`config.mk`:
```
export PLATFORM = sky130hd
export DESIGN_NAME = mealy_dual_seq_det_flat
export DESIGN_NICKNAME = d
export VERILOG_FILES = /design/src/rtl/mealy_dual_seq_det_if.sv /design/src/rtl/mealy_dual_seq_det.sv /design/src/flat_wrapper.sv
export SDC_FILE = /design/constraint.sdc
export NUM_CORES = 1
export LEC_CHECK = 0
export BUFFER_PORTS_ARGS = -buffer_cell sky130_fd_sc_hd__buf_2
export CORE_MARGIN = 5
export CORE_UTILIZATION = 55
export DETAILED_ROUTE_END_ITERATION = 16
export PLACE_DENSITY_LB_ADDON = 0.05
export SLEW_MARGIN = 20
export SYNTH_ARGS = -nofsm -noshare
export SYNTH_HDL_FRONTEND = slang
export SYNTH_SLANG_ARGS = --single-unit
```
`constraint.sdc`:
```
create_clock -name clk -period 1.9 [get_ports clk]
set_clock_uncertainty 0.15 [all_clocks]
set_input_delay 0.095 -clock clk [delete_from_list [all_inputs] [get_ports clk]]
set_output_delay 0.095 -clock clk [all_outputs]
set_load 0.02 [all_outputs]
```
`src/rtl/mealy_dual_seq_det_if.sv`:
```
// -----------------------------------------------------------------------------
// mealy_dual_seq_det_if
// Bundle for the dual-pattern serial sequence detector.
//   master : drives the serial bit, its valid, and the configuration load
//   slave  : the detector; returns the Mealy flags y/z (and the match counters
//            when built with MATCH_CNT_EN)
// Signals
//   x, x_vld        serial bit and its qualifier
//   cfg_ld          load pat_a / pat_b / ovl_in this cycle
//   pat_a, pat_b    PAT_W-bit patterns, MSB = first bit received
//   ovl_in          overlap mode (1 = overlapping)
//   y, z            pattern A / pattern B completes with the current x
//   cnt_a, cnt_b    CNT_W-bit saturating match counters (MATCH_CNT_EN only)
// Optional feature macro: MATCH_CNT_EN
// -----------------------------------------------------------------------------
`timescale 1ns/1ps
interface mealy_dual_seq_det_if #(
    parameter int PAT_W = 4
`ifdef MATCH_CNT_EN
    , parameter int CNT_W = 8
`endif
);
    logic             x;
    logic             x_vld;
    logic             cfg_ld;
    logic [PAT_W-1:0] pat_a;
    logic [PAT_W-1:0] pat_b;
    logic             ovl_in;
    logic             y;
    logic             z;
`ifdef MATCH_CNT_EN
    logic [CNT_W-1:0] cnt_a;
    logic [CNT_W-1:0] cnt_b;

    modport master (output x, x_vld, cfg_ld, pat_a, pat_b, ovl_in,
                    input  y, z, cnt_a, cnt_b);
    modport slave  (input  x, x_vld, cfg_ld, pat_a, pat_b, ovl_in,
                    output y, z, cnt_a, cnt_b);
`else
    modport master (output x, x_vld, cfg_ld, pat_a, pat_b, ovl_in,
                    input  y, z);
    modport slave  (input  x, x_vld, cfg_ld, pat_a, pat_b, ovl_in,
                    output y, z);
`endif
endinterface

```
`src/rtl/mealy_dual_seq_det.sv`:
```
// -----------------------------------------------------------------------------
// mealy_dual_seq_det
// Dual-pattern Mealy serial sequence detector. Watches the serial bit x and
// flags pattern A on y and pattern B on z in the same cycle as the final bit.
// Pattern values and overlap mode are loadable at run time.
// Ports
//   clk   in   single clock, all state updates on posedge
//   rst   in   synchronous active-high reset (priority over everything)
//   bus   slave modport of mealy_dual_seq_det_if (x, x_vld, cfg_ld, pat_a,
//         pat_b, ovl_in in; y, z and optional cnt_a/cnt_b out)
// Optional feature macro: MATCH_CNT_EN
//   defined   -> saturating per-pattern match counters cnt_a / cnt_b
//   undefined -> counters absent, behaviour otherwise identical
// -----------------------------------------------------------------------------
`timescale 1ns/1ps
module mealy_dual_seq_det #(
    parameter int             PAT_W   = 4,
    parameter logic [PAT_W-1:0] DEF_A = 4'b1011,
    parameter logic [PAT_W-1:0] DEF_B = 4'b0110,
    parameter logic           DEF_OVL = 1'b1
`ifdef MATCH_CNT_EN
    , parameter int           CNT_W   = 8
`endif
) (
    input  logic                 clk,
    input  logic                 rst,
    mealy_dual_seq_det_if.slave  bus
);

    localparam int FCNT_W = (PAT_W > 2) ? $clog2(PAT_W) : 1;
    localparam logic [FCNT_W-1:0] FCNT_LAST = FCNT_W'(PAT_W - 1);
    localparam logic [FCNT_W-1:0] FCNT_PRE  = FCNT_W'(PAT_W - 2);

    // FILL: fewer than PAT_W-1 bits of history; ARMED: the next bit can match
    localparam logic [0:0] ST_FILL  = 1'b0;
    localparam logic [0:0] ST_ARMED = 1'b1;

    logic [0:0]       st_q,    st_d;
    logic [FCNT_W-1:0] fcnt_q, fcnt_d;
    logic [PAT_W-2:0] hist_q,  hist_d;
    logic [PAT_W-1:0] pat_a_q, pat_a_d;
    logic [PAT_W-1:0] pat_b_q, pat_b_d;
    logic             ovl_q,   ovl_d;

    logic [PAT_W-1:0] win_s;
    logic             armed_s;
    logic             hit_a_s;
    logic             hit_b_s;

    // Mealy match: current bit appended to the stored history
    always_comb begin
        win_s   = {hist_q, bus.x};
        armed_s = (st_q == ST_ARMED);
        if (!rst && !bus.cfg_ld && bus.x_vld && armed_s) begin
            hit_a_s = (win_s == pat_a_q);
            hit_b_s = (win_s == pat_b_q);
        end else begin
            hit_a_s = 1'b0;
            hit_b_s = 1'b0;
        end
    end

    assign bus.y = hit_a_s;
    assign bus.z = hit_b_s;

    // Next-state: configuration load wins over an accepted bit
    always_comb begin
        st_d    = st_q;
        fcnt_d  = fcnt_q;
        hist_d  = hist_q;
        pat_a_d = pat_a_q;
        pat_b_d = pat_b_q;
        ovl_d   = ovl_q;
        if (bus.cfg_ld) begin
            pat_a_d = bus.pat_a;
            pat_b_d = bus.pat_b;
            ovl_d   = bus.ovl_in;
            hist_d  = {(PAT_W-1){1'b0}};
            fcnt_d  = {FCNT_W{1'b0}};
            st_d    = ST_FILL;
        end else if (bus.x_vld) begin
            // the window's low PAT_W-1 bits are the shifted history
            hist_d = win_s[PAT_W-2:0];
            case (st_q)
                ST_FILL: begin
                    fcnt_d = fcnt_q + FCNT_W'(1);
                    if (fcnt_q == FCNT_PRE) begin
                        st_d = ST_ARMED;
                    end else begin
                        st_d = ST_FILL;
                    end
                end
                ST_ARMED: begin
                    // non-overlapping: a hit discards history so the next
                    // match needs PAT_W fresh bits (one clear even if A==B)
                    if ((hit_a_s || hit_b_s) && !ovl_q) begin
                        hist_d = {(PAT_W-1){1'b0}};
                        fcnt_d = {FCNT_W{1'b0}};
                        st_d   = ST_FILL;
                    end else begin
                        fcnt_d = FCNT_LAST;
                        st_d   = ST_ARMED;
                    end
                end
                default: begin
                    hist_d = {(PAT_W-1){1'b0}};
                    fcnt_d = {FCNT_W{1'b0}};
                    st_d   = ST_FILL;
                end
            endcase
        end else begin
            st_d = st_q;
        end
    end

    // State registers with synchronous reset to the default configuration
    always_ff @(posedge clk) begin
        if (rst) begin
            st_q    <= ST_FILL;
            fcnt_q  <= {FCNT_W{1'b0}};
            hist_q  <= {(PAT_W-1){1'b0}};
            pat_a_q <= DEF_A;
            pat_b_q <= DEF_B;
            ovl_q   <= DEF_OVL;
        end else begin
            st_q    <= st_d;
            fcnt_q  <= fcnt_d;
            hist_q  <= hist_d;
            pat_a_q <= pat_a_d;
            pat_b_q <= pat_b_d;
            ovl_q   <= ovl_d;
        end
    end

`ifdef MATCH_CNT_EN
    localparam logic [CNT_W-1:0] CNT_MAX = {CNT_W{1'b1}};

    logic [CNT_W-1:0] cnt_a_q, cnt_a_d;
    logic [CNT_W-1:0] cnt_b_q, cnt_b_d;

    // Saturating match counters, cleared by a configuration load
    always_comb begin
        cnt_a_d = cnt_a_q;
        cnt_b_d = cnt_b_q;
        if (bus.cfg_ld) begin
            cnt_a_d = {CNT_W{1'b0}};
            cnt_b_d = {CNT_W{1'b0}};
        end else begin
            if (hit_a_s && (cnt_a_q != CNT_MAX)) begin
                cnt_a_d = cnt_a_q + CNT_W'(1);
            end else begin
                cnt_a_d = cnt_a_q;
            end
            if (hit_b_s && (cnt_b_q != CNT_MAX)) begin
                cnt_b_d = cnt_b_q + CNT_W'(1);
            end else begin
                cnt_b_d = cnt_b_q;
            end
        end
    end

    // Counter registers
    always_ff @(posedge clk) begin
        if (rst) begin
            cnt_a_q <= {CNT_W{1'b0}};
            cnt_b_q <= {CNT_W{1'b0}};
        end else begin
            cnt_a_q <= cnt_a_d;
            cnt_b_q <= cnt_b_d;
        end
    end

    assign bus.cnt_a = cnt_a_q;
    assign bus.cnt_b = cnt_b_q;
`endif

endmodule
```
`src/flat_wrapper.sv`:
```
// flat-port wrapper written by rule: the top's interface ports become plain ports
module mealy_dual_seq_det_flat 
#(
    parameter int             PAT_W   = 4,
    parameter logic [PAT_W-1:0] DEF_A = 4'b1011,
    parameter logic [PAT_W-1:0] DEF_B = 4'b0110,
    parameter logic           DEF_OVL = 1'b1

)
  (clk, rst, bus_x, bus_x_vld, bus_cfg_ld, bus_pat_a, bus_pat_b, bus_ovl_in, bus_y, bus_z);
  mealy_dual_seq_det_if #(.PAT_W(PAT_W)) bus_i ();
  input  logic clk;
  input  logic rst;
  input wire logic [$bits(bus_i.x)-1:0] bus_x;
  input wire logic [$bits(bus_i.x_vld)-1:0] bus_x_vld;
  input wire logic [$bits(bus_i.cfg_ld)-1:0] bus_cfg_ld;
  input wire logic [$bits(bus_i.pat_a)-1:0] bus_pat_a;
  input wire logic [$bits(bus_i.pat_b)-1:0] bus_pat_b;
  input wire logic [$bits(bus_i.ovl_in)-1:0] bus_ovl_in;
  output wire logic [$bits(bus_i.y)-1:0] bus_y;
  output wire logic [$bits(bus_i.z)-1:0] bus_z;
  assign bus_i.x = bus_x;
  assign bus_i.x_vld = bus_x_vld;
  assign bus_i.cfg_ld = bus_cfg_ld;
  assign bus_i.pat_a = bus_pat_a;
  assign bus_i.pat_b = bus_pat_b;
  assign bus_i.ovl_in = bus_ovl_in;
  assign bus_y = bus_i.y;
  assign bus_z = bus_i.z;
  mealy_dual_seq_det #(.PAT_W(PAT_W), .DEF_A(DEF_A), .DEF_B(DEF_B), .DEF_OVL(DEF_OVL)) u_core (.clk(clk), .rst(rst), .bus(bus_i));
endmodule
```
## Word-level counts from Yosys, hierarchy flattened

Index checks and enable logic that the tools add are counted.

| cells by class | value |
|---|---|
| $add $sub $neg | 1 |
| eq/ne operators | 3 |
| mux-type cells | 9 |
| bitwise logic cells | 1 |
| reduce and logical (&&, ||, !) cells | 9 |

Operator list:

| kind | number |
|---|---|
| $eq 4x4->1 | 2 |
| $mux 3 | 2 |
| $logic_and 1x1->1 | 4 |
| $mux 1 | 4 |
| $pmux 2 s2 | 1 |
| $logic_not 1->1 | 3 |
| $add 2x1->2 const B | 1 |
| $eq 2x2->1 const B | 1 |
| $mux 2 | 1 |
| $pmux 1 s2 | 1 |
| $reduce_or 2->1 | 1 |
| $logic_or 1x1->1 | 1 |
| $not 1->1 | 1 |

| storage, ports and cells | value |
|---|---|
| bits in registers | 15 |
| output and inout port bits | 2 |

## Longest topological paths before layout

Gate-level depths: netlist of run 1.

| logic depth | value |
|---|---|
| depth after elaboration | 9 |
| gate-level depth with buffers | 5 |
| mapped depth without buffers | 5 |

## Worst setup path before layout of run 1

Ideal clock, no wire load.

| timing | value |
|---|---|
| kind | register -> output |
| start | register u_core.hist_q[1] |
| end | output port bus_z |
| arrival time | 984 ps |
| required time | 1655 ps |
| setup slack | 671 ps |
| cell stages (with the launch flop) | 4 |
| buffers on the path | 0 |
| path through | dfxtp_1 > xnor2_1 > nand4_2 > nor2_1 |

| between the ends | value |
|---|---|
| word-level cells in the longest chain between the ends | 2 |

Ends and longest elaborated chain:

| element | RTL line | source |
|---|---|---|
| start: declaration | mealy_dual_seq_det.sv:40 | `logic [PAT_W-2:0] hist_q, hist_d;` |
| start signal: assignment | mealy_dual_seq_det.sv:121 | `hist_q <= {(PAT_W-1){1'b0}};` |
| start signal: assignment | mealy_dual_seq_det.sv:128 | `hist_q <= hist_d;` |
| $eq 4x4->1 | mealy_dual_seq_det.sv:56 | `hit_b_s = (win_s == pat_b_q);` |
| $mux 1 | mealy_dual_seq_det.sv:54 | `if (!rst && !bus.cfg_ld && bus.x_vld && armed_s) begin` |
| end: declaration | flat_wrapper.sv:21 | `output wire logic [$bits(bus_i.z)-1:0] bus_z;` |

Every way passes these cells.

## Worst setup path in the final report of run 1

| timing | value |
|---|---|
| start | input port bus_x |
| end | output port bus_y |

| between the ends | value |
|---|---|
| word-level cells in the longest chain between the ends | 2 |

Ends and longest elaborated chain:

| element | RTL line | source |
|---|---|---|
| start: declaration | flat_wrapper.sv:14 | `input wire logic [$bits(bus_i.x)-1:0] bus_x;` |
| $eq 4x4->1 | mealy_dual_seq_det.sv:55 | `hit_a_s = (win_s == pat_a_q);` |
| $mux 1 | mealy_dual_seq_det.sv:54 |  |
| end: declaration | flat_wrapper.sv:20 | `output wire logic [$bits(bus_i.y)-1:0] bus_y;` |

Every way passes these cells.

==> impl_metrics.py, run 1 <==
metrics = {
    "routing": {
        "dr_total_vias": 660,
        "viasPerCell": 5.28,
        "wl_met1_um": 726,
        "ant_nets": 0,
        "drcViolationCount": 0,
        "totalWireLength_um": 1670,
        "firstDrtPassIters": 4,
        "avgRoutedWirePerCell_um": 13.3,
        "route.met2.wl_um": 844,
        "drt-initial-drc-count": 5,
        "dr_wl_met3_um": 71,
        "top_layer": "met4",
    },
    "power": {
        "max-vdd-ir-drop_mv": 0.375,
        "pwr-share-clk_pct": 29.9,
        "p_sw_w": 0.000164,
        "switching_share_pct": 26.0,
        "seq_power_share_pct": 54.3,
        "power.density_mw_per_mm2": 639,
        "p_int_w": 0.000466,
        "p_leak_nw": 0.395,
        "power_frac_comb_pct": 15.8,
    },
    "logic_synthesis": {
        "syn_nets": 96,
        "synth_most_common_cell": "dfxtp_1",
        "synth_area_leaders": "dfxtp_1, xnor2_1, a211o_1, nand3b_1, nor2b_1",
        "postSynthAreaPerCell_um2": 9.22,
        "async_flop_share_pct": 0,
        "yosysTopAreaCell": "dfxtp_1",
        "netlist_top_cells_count": "dfxtp_1, nor2_1, xnor2_1",
        "ys_types": 24,
        "syn_inst": 81,
        "ys.flop_type": "dfxtp_1",
        "ys_warn_count": 0,
        "ys_seq_area_share_pct": 40.2,
        "ys_ff_latch": 15,
        "synth_edf_count": 0,
        "netlist_area_um2": 747,
        "synth_top_area_share_pct": 40.2,
    },
    "critical_path": {
        "cpPeakStageDelay_ns": 0.53,
        "regToRegEndpoint": "u_core.hist_q[1]",
        "cp.required_ns": 1.65,
        "critPathKind": "in -> out",
        "endpoint_kind": "output port",
        "slowest_stage": "dlygate4sd3_1",
        "arrival_ns": 1.41,
        "path_common_cell": "buf_2",
        "crit_path_start_kind": "primary input",
        "regToRegSetupSlack_ns": 0.50,
        "rr_worst_depth": 4,
        "path_cells": "dlygate4sd3_1 > buf_2 > xnor2_1 > nand4_2 > nor2_1 > buf_2",
        "path_max_fanout": 4,
        "r2r_start": "u_core.hist_q[1]",
    },
    "floorplan": {
        "row_count": 13,
        "die_h_um": 46.9,
        "ioPinCount": 16,
        "die_area_mm2": 0.00219,
        "coreArea_mm2": 0.00128,
        "die_w_um": 46.9,
        "initial_core_util_pct": 58.1,
    },
    "worst_hold_path": {
        "min_to": "u_core.pat_a_q[3]",
        "min_path_type": "in -> reg",
        "worstHoldStart": "rst",
        "min_path_cells": 2,
    },
    "finish": {
        "drive_gt1_share_pct": 22.7,
        "final_nets": 126,
        "fillerInstances": 96,
        "n_antenna_cell": 0,
        "area_growth_pct": 31.8,
    },
    "sta": {
        "slew_viol_final": 0,
        "worstMarginPinSlew_ns": 0.382,
        "setup-tns-final_ns": 0,
        "max-slew-margin-rel_pct": 74.5,
        "holdWs_ns": 0.00433,
        "fin_crit_ns": 1.65,
        "finalHoldViolations": 0,
        "setup_violations": 0,
        "grt_setup_unrepaired": "no",
        "finalCritPeriodShare_pct": 87.0,
        "clock.fmax_mhz": 605,
    },
    "grt": {
        "grtUsageTotal_pct": 18.4,
        "grt_overflow": 0,
        "grt_pass1_vias": 625,
        "antenna_found_initial": 0,
        "grt_max_degree": 17,
        "grt_pass1_wl_um": 2800,
    },
    "cts": {
        "clockBufferDepth": 2,
        "post_cts_buffers": 0,
        "clock_latency_ns": 0.29,
        "cts_buffers": 3,
        "htree_levels": 1,
        "clock_sinks": 15,
        "cts_root_buf": "clkbuf_4",
        "clk_pin_slew_ns": 0.10,
        "cts_tree": "yes",
    },
    "status": {
        "status": "finished clean",
    },
    "run": {
        "timing.max_cap.violations": 0,
    },
    "placement": {
        "dp_hpwl_um": 998,
        "gp_congestion": 0.814,
        "port_buffers": 15,
    },
}
## what timing repair did
| item | in CTS | in global routing |
|---|---|---|
| gates resized for setup | 0 | 0 |
| endpoints found under the hold margin | 11 | 0 |
| hold buffers | 14 | 0 |
## cell type report
class | count | area (um^2) | share of cell area, %
Inverter | 1 | 3.75 | 0.381
Clock inverter | 1 | 5.00 | 0.508
Tap cell | 15 | 18.8 | 1.91
Sequential cell | 15 | 300 | 30.5
Multi-Input combinational cell | 61 | 419 | 42.6
Clock buffer | 3 | 22.5 | 2.29
Timing Repair Buffer | 29 | 215 | 21.9
## flip-flops by register name, summed over array words and instances (netlist names)
signal          cells
u_core.ovl_q        1
u_core.armed_s      1
u_core.hist_q       3
u_core.pat_a_q      4
u_core.fcnt_q       2
u_core.pat_b_q      4
## critical path, delay by kind of cell
kind	cells	cell delay, ns
xor gates and xnor gates	1	0.17
buffers and inverters	3	0.85
and+or+nand+nor	2	0.29
## power groups by stage
stage	registers [W]	clock network [W]	logic [W]
floorplan	0.000345	0	0.0000562
global placement	0.000348	0	0.0000729
detailed placement	0.000348	0	0.0000748
CTS	0.000341	0.000188	0.0000973
global route	0.000343	0.000205	0.000111
finish	0.000342	0.000188	0.0000995
## layer usage
layer | GRT usage, % | vias up
li1 | - | 339
met1 | 21.6 | 304
met2 | 31.2 | 13
met3 | 3.83 | 4
met4 | 9.94 | 0
met5 | 0 | -
## cell usage in the layout, fill, tap and decap left out, types with 2 or more instances in the layout
master and n:
nand3b_1 5, nand2_1 2, mux2i_1 3, dlygate4sd3_1 14, nor2b_1 6, nand2b_1 2
xnor2_1 8, a211o_1 6, nand3_1 5, buf_2 15, nor2_1 8, dfxtp_1 15
nand4_2 2, o21ai_0 6, clkbuf_4 3
## worst max-delay path by stage
| stage | start | to | cells past startpoint |
|---|---|---|---|
| floorplan | u_core.hist_q[1] | bus_z | 3 |
| global placement | u_core.hist_q[1] | u_core.hist_q[0] | 4 |
| detailed placement | u_core.hist_q[1] | u_core.hist_q[1] | 4 |
| CTS | bus_x | bus_y | 6 |
| global route | bus_x | bus_y | 6 |
| finish | bus_x | bus_y | 6 |
## metrics by stage
step	power (W)	util, %	instances	worst slack [ns]	area (um^2)
floorplan	0.000401	-	81	0.671	747
global placement	0.000421	63.6	107	0.512	817
detailed placement	0.000423	63.6	107	0.512	817
CTS	0.000626	76.6	125	0.253	985
global route	0.000658	76.6	125	0.172	985
finish	0.000630	76.6	125	0.247	985
## kinds of logic after synthesis
kind of cell             count (synthesis)  synth area share [%]
XOR/XNOR                                 8                  9.38
flip-flops                              15                  40.2
AO/OA/AOI/OAI                           15                  13.9
AND/OR/NAND/NOR                         34                  27.1
multiplexers                             3                  4.02
buffers and inverters                    5                  3.68
adder cells (fa/ha/maj)                  1                  1.67
(Power assumes the default switching activity.)
==> inputs of run 2 (changes only) <==
Settings changed: CAP_MARGIN set to 15, CORE_UTILIZATION 55 to 51, CTS_CLUSTER_DIAMETER set to 60.
Clock period 1.9 ns to 1.8 ns, I/O delays scaled along.
==> impl_metrics.py, run 2 (synthesized netlist as in run 1, its figures left out) <==
metrics = {
    "floorplan": {
        "ioPinCount": 16,
        "die_w_um": 48.3,
        "die_h_um": 48.3,
        "coreArea_mm2": 0.00135,
        "initial_core_util_pct": 55.3,
        "die_area_mm2": 0.00233,
        "row_count": 13,
    },
    "critical_path": {
        "critPathKind": "in -> out",
        "path_max_fanout": 4,
        "r2r_start": "u_core.hist_q[1]",
        "cp.required_ns": 1.56,
        "endpoint_kind": "output port",
        "arrival_ns": 1.42,
        "worstSetupStartpoint": "bus_x",
        "crit_path_start_kind": "primary input",
    },
    "routing": {
        "viasPerCell": 5.38,
        "drcViolationCount": 0,
        "avgRoutedWirePerCell_um": 13.5,
        "drt-initial-drc-count": 10,
        "dr_total_vias": 667,
        "totalWireLength_um": 1670,
        "firstDrtPassIters": 4,
        "ant_nets": 0,
    },
    "cts": {
        "cts_root_buf": "clkbuf_4",
        "clk_pin_slew_ns": 0.08,
        "clockBufferDepth": 2,
        "cts_buffers": 3,
        "cts_tree": "yes",
        "clock_latency_ns": 0.27,
        "clock_sinks": 15,
        "post_cts_buffers": 0,
        "htree_levels": 1,
    },
    "status": {
        "status": "finished clean",
    },
    "run": {
        "timing.max_cap.violations": 0,
    },
    "placement": {
        "gp_congestion": 0.743,
        "port_buffers": 15,
    },
    "grt": {
        "grtUsageTotal_pct": 17.5,
        "grt_pass1_vias": 640,
        "grt_overflow": 0,
        "grt_pass1_wl_um": 2730,
        "antenna_found_initial": 0,
        "grt_max_degree": 17,
    },
    "sta": {
        "grt_setup_unrepaired": "no",
        "clock.fmax_mhz": 604,
        "worstMarginPinSlew_ns": 0.410,
        "finalCritPeriodShare_pct": 92.0,
        "setup_violations": 0,
        "finalHoldViolations": 0,
        "setup-tns-final_ns": 0,
        "slew_viol_final": 0,
        "fin_crit_ns": 1.66,
        "max-slew-margin-rel_pct": 72.7,
    },
    "finish": {
        "n_antenna_cell": 0,
        "drive_gt1_share_pct": 22.0,
        "final_nets": 125,
        "area_growth_pct": 30.3,
        "final_cell_mix": "buf_2, dfxtp_1, dlygate4sd3_1",
        "top_regs": "u_core.pat_a_q: 4 flops, u_core.pat_b_q: 4 flops, u_core.hist_q: 3 flops",
        "post-route-util_pct": 72.1,
    },
    "worst_hold_path": {
        "worstHoldStart": "rst",
        "min_path_type": "in -> reg",
    },
    "power": {
        "power.density_mw_per_mm2": 664,
        "p_leak_nw": 0.388,
        "max-vdd-ir-drop_mv": 0.562,
    },
}
run 2: changes by cell type in the layout (fill, tap and decap cells not counted), sizes merged:
cell,change
dlygate4sd3,-1
clkbuf,+1
clkinv,-1
run 2: layout make-up:
cell class / instances / area, um^2
Multi-Input combinational cell: 61 / 419
Fill cell: 117 / 377
Sequential cell: 15 / 300
Timing Repair Buffer: 28 / 205
Clock buffer: 4 / 26.3
Tap cell: 15 / 18.8
Inverter: 1 / 3.75
run 2: critical path, stage by stage:
cell	delay [ns]
dlygate4sd3_1	0.53
buf_2	0.15
xnor2_1	0.18
nand4_2	0.18
nor2_1	0.12
buf_2	0.17
run 2: metal layers:
metal  GRT usage (%)  up-vias  wire (um)
met5               0        -          0
met2            31.5       15        856
met4            4.84        0         12
li1                -      339          -
met3            6.64        2        102
met1            18.8      311        701
run 2: final timing paths:
path         slack, ns  cells past startpoint                 to
max               0.14                      6              bus_y
min reg2reg       0.39                      2   u_core.fcnt_q[1]
max reg2reg       0.40                      4   u_core.fcnt_q[1]
min               0.02                      2  u_core.pat_a_q[0]
run 2: per-stage QoR:
stage | setup slack (ns) | instances | hold WS [ns] | instance area (um^2) | total power, W
floorplan | 0.575 | 81 | 0.0624 | 747 | 0.000424
global placement | 0.444 | 107 | 0.146 | 817 | 0.000445
detailed placement | 0.437 | 107 | 0.151 | 817 | 0.000447
CTS | 0.148 | 124 | 0.00506 | 973 | 0.000656
global route | 0.0754 | 124 | 0.0153 | 973 | 0.000687
finish | 0.144 | 124 | 0.0225 | 973 | 0.000647
run 2: power breakdown:
part	leakage, nW	total, W	switching, W	internal, W
clock network	0.0150	0.000183	0.0000967	0.0000859
registers	0.123	0.000361	0.0000129	0.000348
logic	0.250	0.000103	0.0000436	0.0000598
run 2: timing repair:
item / CTS / global route
gates resized for setup: 0 / 0
endpoints found under the hold margin: 10 / 0
hold buffers: 13 / 0
